===== config.mk =====
export PLATFORM = sky130hd
export DESIGN_NAME = branch_predictor
export DESIGN_NICKNAME = d
export VERILOG_FILES = /design/src/rtl/branch_predictor.sv
export SDC_FILE = /design/constraint.sdc
export NUM_CORES = 2
export LEC_CHECK = 0
export BUFFER_PORTS_ARGS = -buffer_cell sky130_fd_sc_hd__buf_2
export CAP_MARGIN = 20
export CORE_MARGIN = 8
export CORE_UTILIZATION = 30
export CTS_BUF_LIST = sky130_fd_sc_hd__clkbuf_4 sky130_fd_sc_hd__clkbuf_8
export CTS_CLUSTER_SIZE = 10
export DETAILED_ROUTE_END_ITERATION = 8
export PLACE_DENSITY = 0.55
export SLEW_MARGIN = 25
export SYNTH_ARGS = -nofsm -noshare
export SYNTH_HDL_FRONTEND = slang
export SYNTH_SLANG_ARGS = --single-unit
export TNS_END_PERCENT = 1

===== constraint.sdc =====
create_clock -name clk -period 10.4 [get_ports clk]
set_clock_uncertainty 0.2 [all_clocks]
set_input_delay 1.56 -clock clk [delete_from_list [all_inputs] [get_ports clk]]
set_output_delay 1.56 -clock clk [all_outputs]
set_load 0.01 [all_outputs]

===== src/rtl/branch_predictor.sv =====
// Fetch-side branch predictor: direct-mapped BTB with 2-bit counters, plus the
// execute-side misprediction check, table training and saturating statistics.
module branch_predictor #(
    parameter int ENTRIES = 16,
    parameter int STAT_W  = 32
) (
    input  logic              clk,
    input  logic              rst,
    input  logic [31:0]       if_pc,
    output logic              pred_taken,
    output logic [31:0]       pred_target,
    input  logic              ex_valid,
    input  logic [31:0]       ex_pc,
    input  logic [1:0]        ex_pc_sel,
    input  logic              ex_is_branch,
    input  logic [31:0]       ex_target,
    input  logic              ex_pred_taken,
    input  logic [31:0]       ex_pred_target,
    output logic              mispredict,
    output logic [31:0]       redirect_pc,
    output logic [STAT_W-1:0] br_count,
    output logic [STAT_W-1:0] mp_count
);

    localparam int IDX_W = $clog2(ENTRIES);
    localparam int TAG_W = 30 - IDX_W;
    localparam logic [STAT_W-1:0] STAT_ONE = 1;

    logic              valid_mem  [ENTRIES];
    logic [TAG_W-1:0]  tag_mem    [ENTRIES];
    logic [31:0]       target_mem [ENTRIES];
    logic [1:0]        ctr_mem    [ENTRIES];

    logic [IDX_W-1:0]  if_idx;
    logic [IDX_W-1:0]  ex_idx;
    logic              if_hit;
    logic              ex_hit;
    logic              actual_taken;
    logic              write_en;
    logic              br_inc;
    logic              unused_pc_bits;

    assign unused_pc_bits = ^{if_pc[1:0], ex_pc[1:0]};

    assign if_idx = if_pc[IDX_W+1:2];
    assign ex_idx = ex_pc[IDX_W+1:2];
    assign if_hit = valid_mem[if_idx] && (tag_mem[if_idx] == if_pc[31:IDX_W+2]);
    assign ex_hit = valid_mem[ex_idx] && (tag_mem[ex_idx] == ex_pc[31:IDX_W+2]);

    assign actual_taken = ex_valid && (ex_pc_sel == 2'b10 ||
                                       (ex_pc_sel == 2'b01 && ex_is_branch));
    assign write_en = !rst && ex_valid &&
                      (ex_pc_sel == 2'b10 || (ex_pc_sel == 2'b01 && ex_is_branch));
    assign br_inc = ex_valid && (ex_pc_sel == 2'b01 || ex_pc_sel == 2'b10);

    // Reset gates the visible prediction and redirect so nothing stale escapes.
    always_comb begin
        pred_taken  = !rst && if_hit && ctr_mem[if_idx][1];
        pred_target = pred_taken ? target_mem[if_idx] : if_pc + 32'd4;
        mispredict  = !rst && ex_valid &&
                      (actual_taken != ex_pred_taken ||
                       (actual_taken && ex_target != ex_pred_target));
        redirect_pc = (!rst && actual_taken) ? ex_target : ex_pc + 32'd4;
    end

    always_ff @(posedge clk) begin
        if (rst) begin
            for (int i = 0; i < ENTRIES; i++) begin
                valid_mem[i] <= 1'b0;
                ctr_mem[i]   <= 2'b00;
            end
        end else if (ex_valid) begin
            case (ex_pc_sel)
                2'b01: begin
                    if (ex_hit) begin
                        if (ex_is_branch && ctr_mem[ex_idx] != 2'b11)
                            ctr_mem[ex_idx] <= ctr_mem[ex_idx] + 2'd1;
                        else if (!ex_is_branch && ctr_mem[ex_idx] != 2'b00)
                            ctr_mem[ex_idx] <= ctr_mem[ex_idx] - 2'd1;
                    end else if (ex_is_branch) begin
                        valid_mem[ex_idx] <= 1'b1;
                        ctr_mem[ex_idx]   <= 2'b10;
                    end
                end
                2'b10: begin
                    valid_mem[ex_idx] <= 1'b1;
                    ctr_mem[ex_idx]   <= 2'b11;
                end
                default: begin
                    // A sequential instruction hitting the table means a stale alias.
                    if (ex_hit)
                        valid_mem[ex_idx] <= 1'b0;
                end
            endcase
        end
    end

    // Tag and target carry no reset; valid alone qualifies them.
    always_ff @(posedge clk) begin
        if (write_en) begin
            tag_mem[ex_idx]    <= ex_pc[31:IDX_W+2];
            target_mem[ex_idx] <= ex_target;
        end
    end

    always_ff @(posedge clk) begin
        if (rst) begin
            br_count <= '0;
            mp_count <= '0;
        end else begin
            if (br_inc && br_count != '1)
                br_count <= br_count + STAT_ONE;
            if (mispredict && mp_count != '1)
                mp_count <= mp_count + STAT_ONE;
        end
    end

endmodule


; Yosys cells after proc, flatten, opt, wreduce, memory -nomap -nowiden
; Memory sizes are Yosys's and may differ from the RTL's.
; Index checks and enable logic that the tools add are counted.
[word_totals]
register_bits = 64
mem_bits_rw = 976
inputBits = 135
n_memories = 4
[mem_list]
columns = memory, depth, width, rd, rd_clocked_by_memory_dff, write_ports, line_no
row1 = target_mem, 16, 32, 1, 0, 1, 31  ; logic [31:0] target_mem [ENTRIES];
row2 = tag_mem, 16, 26, 2, 0, 1, 30  ; logic [TAG_W-1:0] tag_mem [ENTRIES];
row3 = ctr_mem, 16, 2, 2, 0, 16, 32  ; logic [1:0] ctr_mem [ENTRIES];
row4 = valid_mem, 16, 1, 2, 0, 16, 29  ; logic valid_mem [ENTRIES];
[op_classes]
n_addsub = 6
n_eq_ne = 9
mux = 45
bitwise = 5
reduce_logical = 25
[op_table]
columns = operator, count
row1 = $add 32x1->32 const B, 2
row2 = $add 32x3->32 const B, 2
row3 = $mux 32, 2
row4 = $ne 32x32->1 const B, 2
row5 = $eq 26x26->1, 2
row6 = $mux 1, 37
row7 = $ne 32x32->1, 1
row8 = $logic_and 1x1->1, 16
row9 = $mux 2, 4
row10 = $mux 4, 2
row11 = $or 1x1->1, 5
row12 = $reduce_or 2->1, 2
row13 = $logic_or 1x1->1, 3
row14 = $add 2x1->2 const B, 1
row15 = $eq 2x1->1 const B, 1
row16 = $eq 2x2->1 const B, 1
row17 = $logic_not 1->1, 2
row18 = $ne 2x2->1 const B, 1
row19 = $reduce_bool 2->1, 1
row20 = $sub 2x1->2 const B, 1
row21 = $ne 1x1->1, 1
row22 = $reduce_or 1->1, 1

; Logic depth before layout (Yosys ltp)
; An unclocked memory read counts as a cell.
[depth]
depth_word = 15
depth_mapped = 14
depth_no_buf = 11

; Worst setup path after synthesis
; OpenSTA, ideal clock, no wires.
[synth_timing]
kind = input to output
start = in if_pc[2]
end = out pred_target[10]
arrival_ns = 4.929
t_required_ns = 8.640
setup_slack_ns = 3.711
cell_stages = 10
n_path_buf = 7
cell_sequence = buf_2 > buf_4 > buf_2 > buf_2 > buf_2 > buf_2 > buf_1 > mux4_2 > mux4_2 > mux2_1
[synth_between]
elab_chain_cells = 6
[synth_rtl]
columns = item, line_no
row1 = start: declaration, 9  ; input logic [31:0] if_pc,
row2 = $mem_v2 16x26, --
row3 = $eq 26x26->1, 47  ; assign if_hit = valid_mem[if_idx] && (tag_mem[if_idx] == if_pc[31:IDX_W+2]);
row4 = $logic_and 1x1->1, 47
row5 = $logic_and 1x1->1 (2 in a row), 58  ; pred_taken = !rst && if_hit && ctr_mem[if_idx][1];
row6 = $mux 32 (*), 59  ; pred_target = pred_taken ? target_mem[if_idx] : if_pc + 32'd4;
row7 = end: declaration, 11  ; output logic [31:0] pred_target,
; Mark *: on every way between the ends. The rest lies on a longest branch, timed or not.

; Final worst setup path
[layout_timing]
start = in if_pc[3]
end = out pred_target[14]
; Same word-level chain as after synthesis.

==> impl_metrics.tcl <==
set metrics [dict create \
    avgRoutedWirePerCell_um 29.7 \
    sum_neg_setup_slack_ns 0 \
    die-height_um 413 \
    postSynthAreaPerCell_um2 17.3 \
    core_area_mm2 0.156 \
    numPlacedInstances 4954 \
    worstSetupStartpointType "primary input" \
    synth-adder-area-share_pct 0.238 \
    gr-total-overflow 0 \
    postSynthNetCount 2883 \
    synth-compound-area-share_pct 3.18 \
    final.period_utilization_pct 77.9 \
    port-buffer-count 264 \
    gpl.final_weighted_congestion 0.851 \
    drtPass1Iterations 6 \
    chipWidth_um 413 \
    p_leak_nw 17.7 \
    hold_path.startpoint "br_count[26]" \
    max_cap_violations 0 \
    synthTopCellsByCount "sky130_fd_sc_hd__edfxtp_1 (976), sky130_fd_sc_hd__mux4_2 (371), sky130_fd_sc_hd__nor2_1 (204), sky130_fd_sc_hd__xnor2_1 (107)" \
    critPathRequiredTime_ns 8.64 \
    synth-main-ff-cell "sky130_fd_sc_hd__edfxtp_1" \
    worstReg2RegStart "tag_mem[0][23]" \
    io-pin-count 265 \
    holdCritPathClass "reg -> reg" \
    run_status "complete, no violations" \
    hold_path_end "br_count[26]" \
    fin_area_mm2 0.0549 \
    cts.repair_timing.setup_buffer_count 0 \
    hpwl_reported_at_the_end_of_detailed_placement_um 99200 \
    worstMarginPinSlew_ns 1.14 \
    layout_area_growth_over_synthesis_pct 15.9 \
    mapped_cells 2739 \
    grt_start_max_net_pins 88 \
    grt_usage_pct 18.0 \
    cts_made_buffers 179 \
    reg2reg_to "ctr_mem[11][0]" \
    relative_max_transition_margin_pct 23.6 \
    vias_per_cell 5.43 \
    crit_path_cell_trace "buf_8 > buf_4 > mux4_2 > mux4_2 > xnor2_1 > nand2_1 > or3_1 > or4_1 > nor4_4 > buf_4 > mux2_2 > buf_2" \
    achievable-frequency_ghz 0.123 \
    slowest_delay_ns 0.70 \
    grt_setup_unrepaired "no" \
    report.final.slew_viol_count 0 \
    fp-row-count 145 \
    post_synth_num_cell_types 68 \
    clk_root_buffer_cell "sky130_fd_sc_hd__clkbuf_8" \
    power.density_mw_per_mm2 168 \
    fp.dieArea_mm2 0.171 \
    yosys.cell_count.top_type "sky130_fd_sc_hd__edfxtp_1" \
    largest_family_of_logic_cells_by_synthesized_area "multiplexers" \
    synth.largest_area_cell "sky130_fd_sc_hd__edfxtp_1" \
    clkSlewWorstSetupHoldPaths_ns 0.06 \
    synth_xor_area_share_pct 3.46 \
    whs_path_depth 2 \
    clock_latency_ns 0.92 \
    drt-total-wl_um 157000 \
    final_hold_viol_count 0 \
    grt_pass1_vias 28682 \
    finalCriticalPeriod_ns 8.10 \
    cts_tree "yes" \
    report.final.setup_viol 0 \
    flip_flop_and_latch_count_after_synthesis 1040 \
    synthMuxAreaShare_pct 20.8 \
    post-layout-total-power_mw 9.21 \
    worst-endpoint-arrival_ns 6.34 \
    num_vias 28722 \
    synthArstFlopShare_pct 0 \
    synth.top_cell.area_share_pct 61.9 \
    path_class "in -> out" \
    htree_num_levels 4 \
    clkSinkCount 1040 \
    drt_iter0_drc 3168 \
    cts.repair.resized 0 \
    holdBufCountCts 0 \
    rr_worst_depth 10 \
    sequential_area_share_after_synthesis_pct 64.6 \
    synth.top_cells.by_area "sky130_fd_sc_hd__edfxtp_1 (62%), sky130_fd_sc_hd__mux4_2 (18%), sky130_fd_sc_hd__dfxtp_1 (2.7%)" \
    first_pass_grt_wire_length_um 220000 \
    floorplan.initialDensity_pct 30.3 \
    post_synth_instance_area_mm2 0.0473 \
    layout-drive-gt1-share_pct 32.2 \
    route.detailed.drc 0 \
    ff2ff_setup_slack_ns 5.69 \
    place_area_mm2 0.0511 \
    nNetsFinal 3222 \
    number_of_antenna_violations_at_the_first_check_in_global_routing 37 \
    number_of_enable_flip_flop_cells_after_synthesis 976 \
    worst-path-max-fanout 87 \
    synthSimpleGateAreaFrac_pct 5.65 \
    layout_cells_excl_fill 5288 \
    max-clock-path-buffers 3 \
    final_antenna_net_count 0 \
    fin_ws_ns 2.30 \
    worstSetupEndpointType "output port" \
    yosys_warns 0 \
    slowest_stage "sky130_fd_sc_hd__buf_4" \
    placement.setup.worst_slack_ns 2.27 \
    vdd_ir_drop_max_uv 111 \
]
critical path, delay by kind of cell:
kind	cells	cell delay [ns]
buf+inv	4	1.77
mux	3	1.30
simple gates	4	1.20
xor+xnor	1	0.22
metal layers:
layer	global-route usage, %	up-vias	wire (um)
li1	-	11807	-
met1	24.5	15244	65300
met2	28.5	1429	73900
met3	4.59	234	14100
met4	4.81	8	3650
met5	0	-	54
report_power, final:
part	switching, mW	internal, mW
clock network	1.81	2.03
logic	0.476	0.281
registers	0.0135	4.61
total	2.30	6.92
flip-flops by register name (all words and copies together), names as in the netlist:
signal and cells:
target_mem 512, tag_mem 416, br_count 32, ctr_mem 32, mp_count 32, valid_mem 16
area by class of cell:
cell class | count | area [um2]
Tap cell | 2058 | 2570
Fill cell | 14887 | 102000
Clock buffer | 228 | 2840
Timing Repair Buffer | 332 | 1920
Sequential cell | 1040 | 30600
Antenna cell | 13 | 32.5
Multi-Input combinational cell | 1487 | 15900
Clock inverter | 92 | 825
Inverter | 38 | 143
per-stage QoR:
step	util (%)	hold WS, ns
floorplan	-	0.311
global placement	32.7	0.282
detailed placement	32.7	0.291
CTS	35.0	0.299
global route	35.1	0.331
finish	35.1	0.297
cells by family after synthesis:
family / count (synthesis)
compound gates: 222
xor+xnor: 187
fa+ha+maj: 9
buf+inv: 212
flops: 1040
mux: 515
simple gates: 554
cell usage in the layout (no fill, tap or decap), types with 9 or more instances in the layout:
cell                         n
sky130_fd_sc_hd__edfxtp_1  976
sky130_fd_sc_hd__mux4_2    371
sky130_fd_sc_hd__buf_2     257
sky130_fd_sc_hd__nor2_1    188
sky130_fd_sc_hd__clkbuf_8  181
sky130_fd_sc_hd__xnor2_1   106
sky130_fd_sc_hd__mux2i_1   105
sky130_fd_sc_hd__nand2_1   104
sky130_fd_sc_hd__xor2_1     80
sky130_fd_sc_hd__a21oi_1    71
sky130_fd_sc_hd__buf_4      66
sky130_fd_sc_hd__nand3_1    64
sky130_fd_sc_hd__dfxtp_1    64
sky130_fd_sc_hd__clkbuf_4   48
sky130_fd_sc_hd__clkinv_1   41
sky130_fd_sc_hd__inv_1      36
sky130_fd_sc_hd__nand4_1    36
sky130_fd_sc_hd__o21ai_0    30
sky130_fd_sc_hd__mux2_1     28
sky130_fd_sc_hd__a31oi_1    26
sky130_fd_sc_hd__or3_1      25
sky130_fd_sc_hd__clkinv_2   25
sky130_fd_sc_hd__nor3_1     22
sky130_fd_sc_hd__and3_1     22
sky130_fd_sc_hd__nor2b_1    21
sky130_fd_sc_hd__nor2_4     17
sky130_fd_sc_hd__nor4_1     15
sky130_fd_sc_hd__diode_2    13
sky130_fd_sc_hd__a211oi_1   13
sky130_fd_sc_hd__mux2_2     11
sky130_fd_sc_hd__o21ai_1    11
sky130_fd_sc_hd__a22oi_1    10
sky130_fd_sc_hd__o41ai_2    10
sky130_fd_sc_hd__ha_1        9
how the worst max path moves through the flow:
stage | slack [ns] | startpoint | endpoint | cells after the start
2_1_floorplan | 3.71 | if_pc[2] | pred_target[10] | 10
3_3_place_gp | 2.27 | if_pc[2] | pred_target[14] | 12
3_5_place_dp | 2.27 | if_pc[2] | pred_target[28] | 12
4_1_cts | 2.26 | if_pc[2] | pred_target[31] | 12
5_1_grt | 2.03 | if_pc[2] | pred_target[31] | 12
6_report | 2.30 | if_pc[3] | pred_target[14] | 12
No activity file was read; power rests on OpenSTA's default activity.
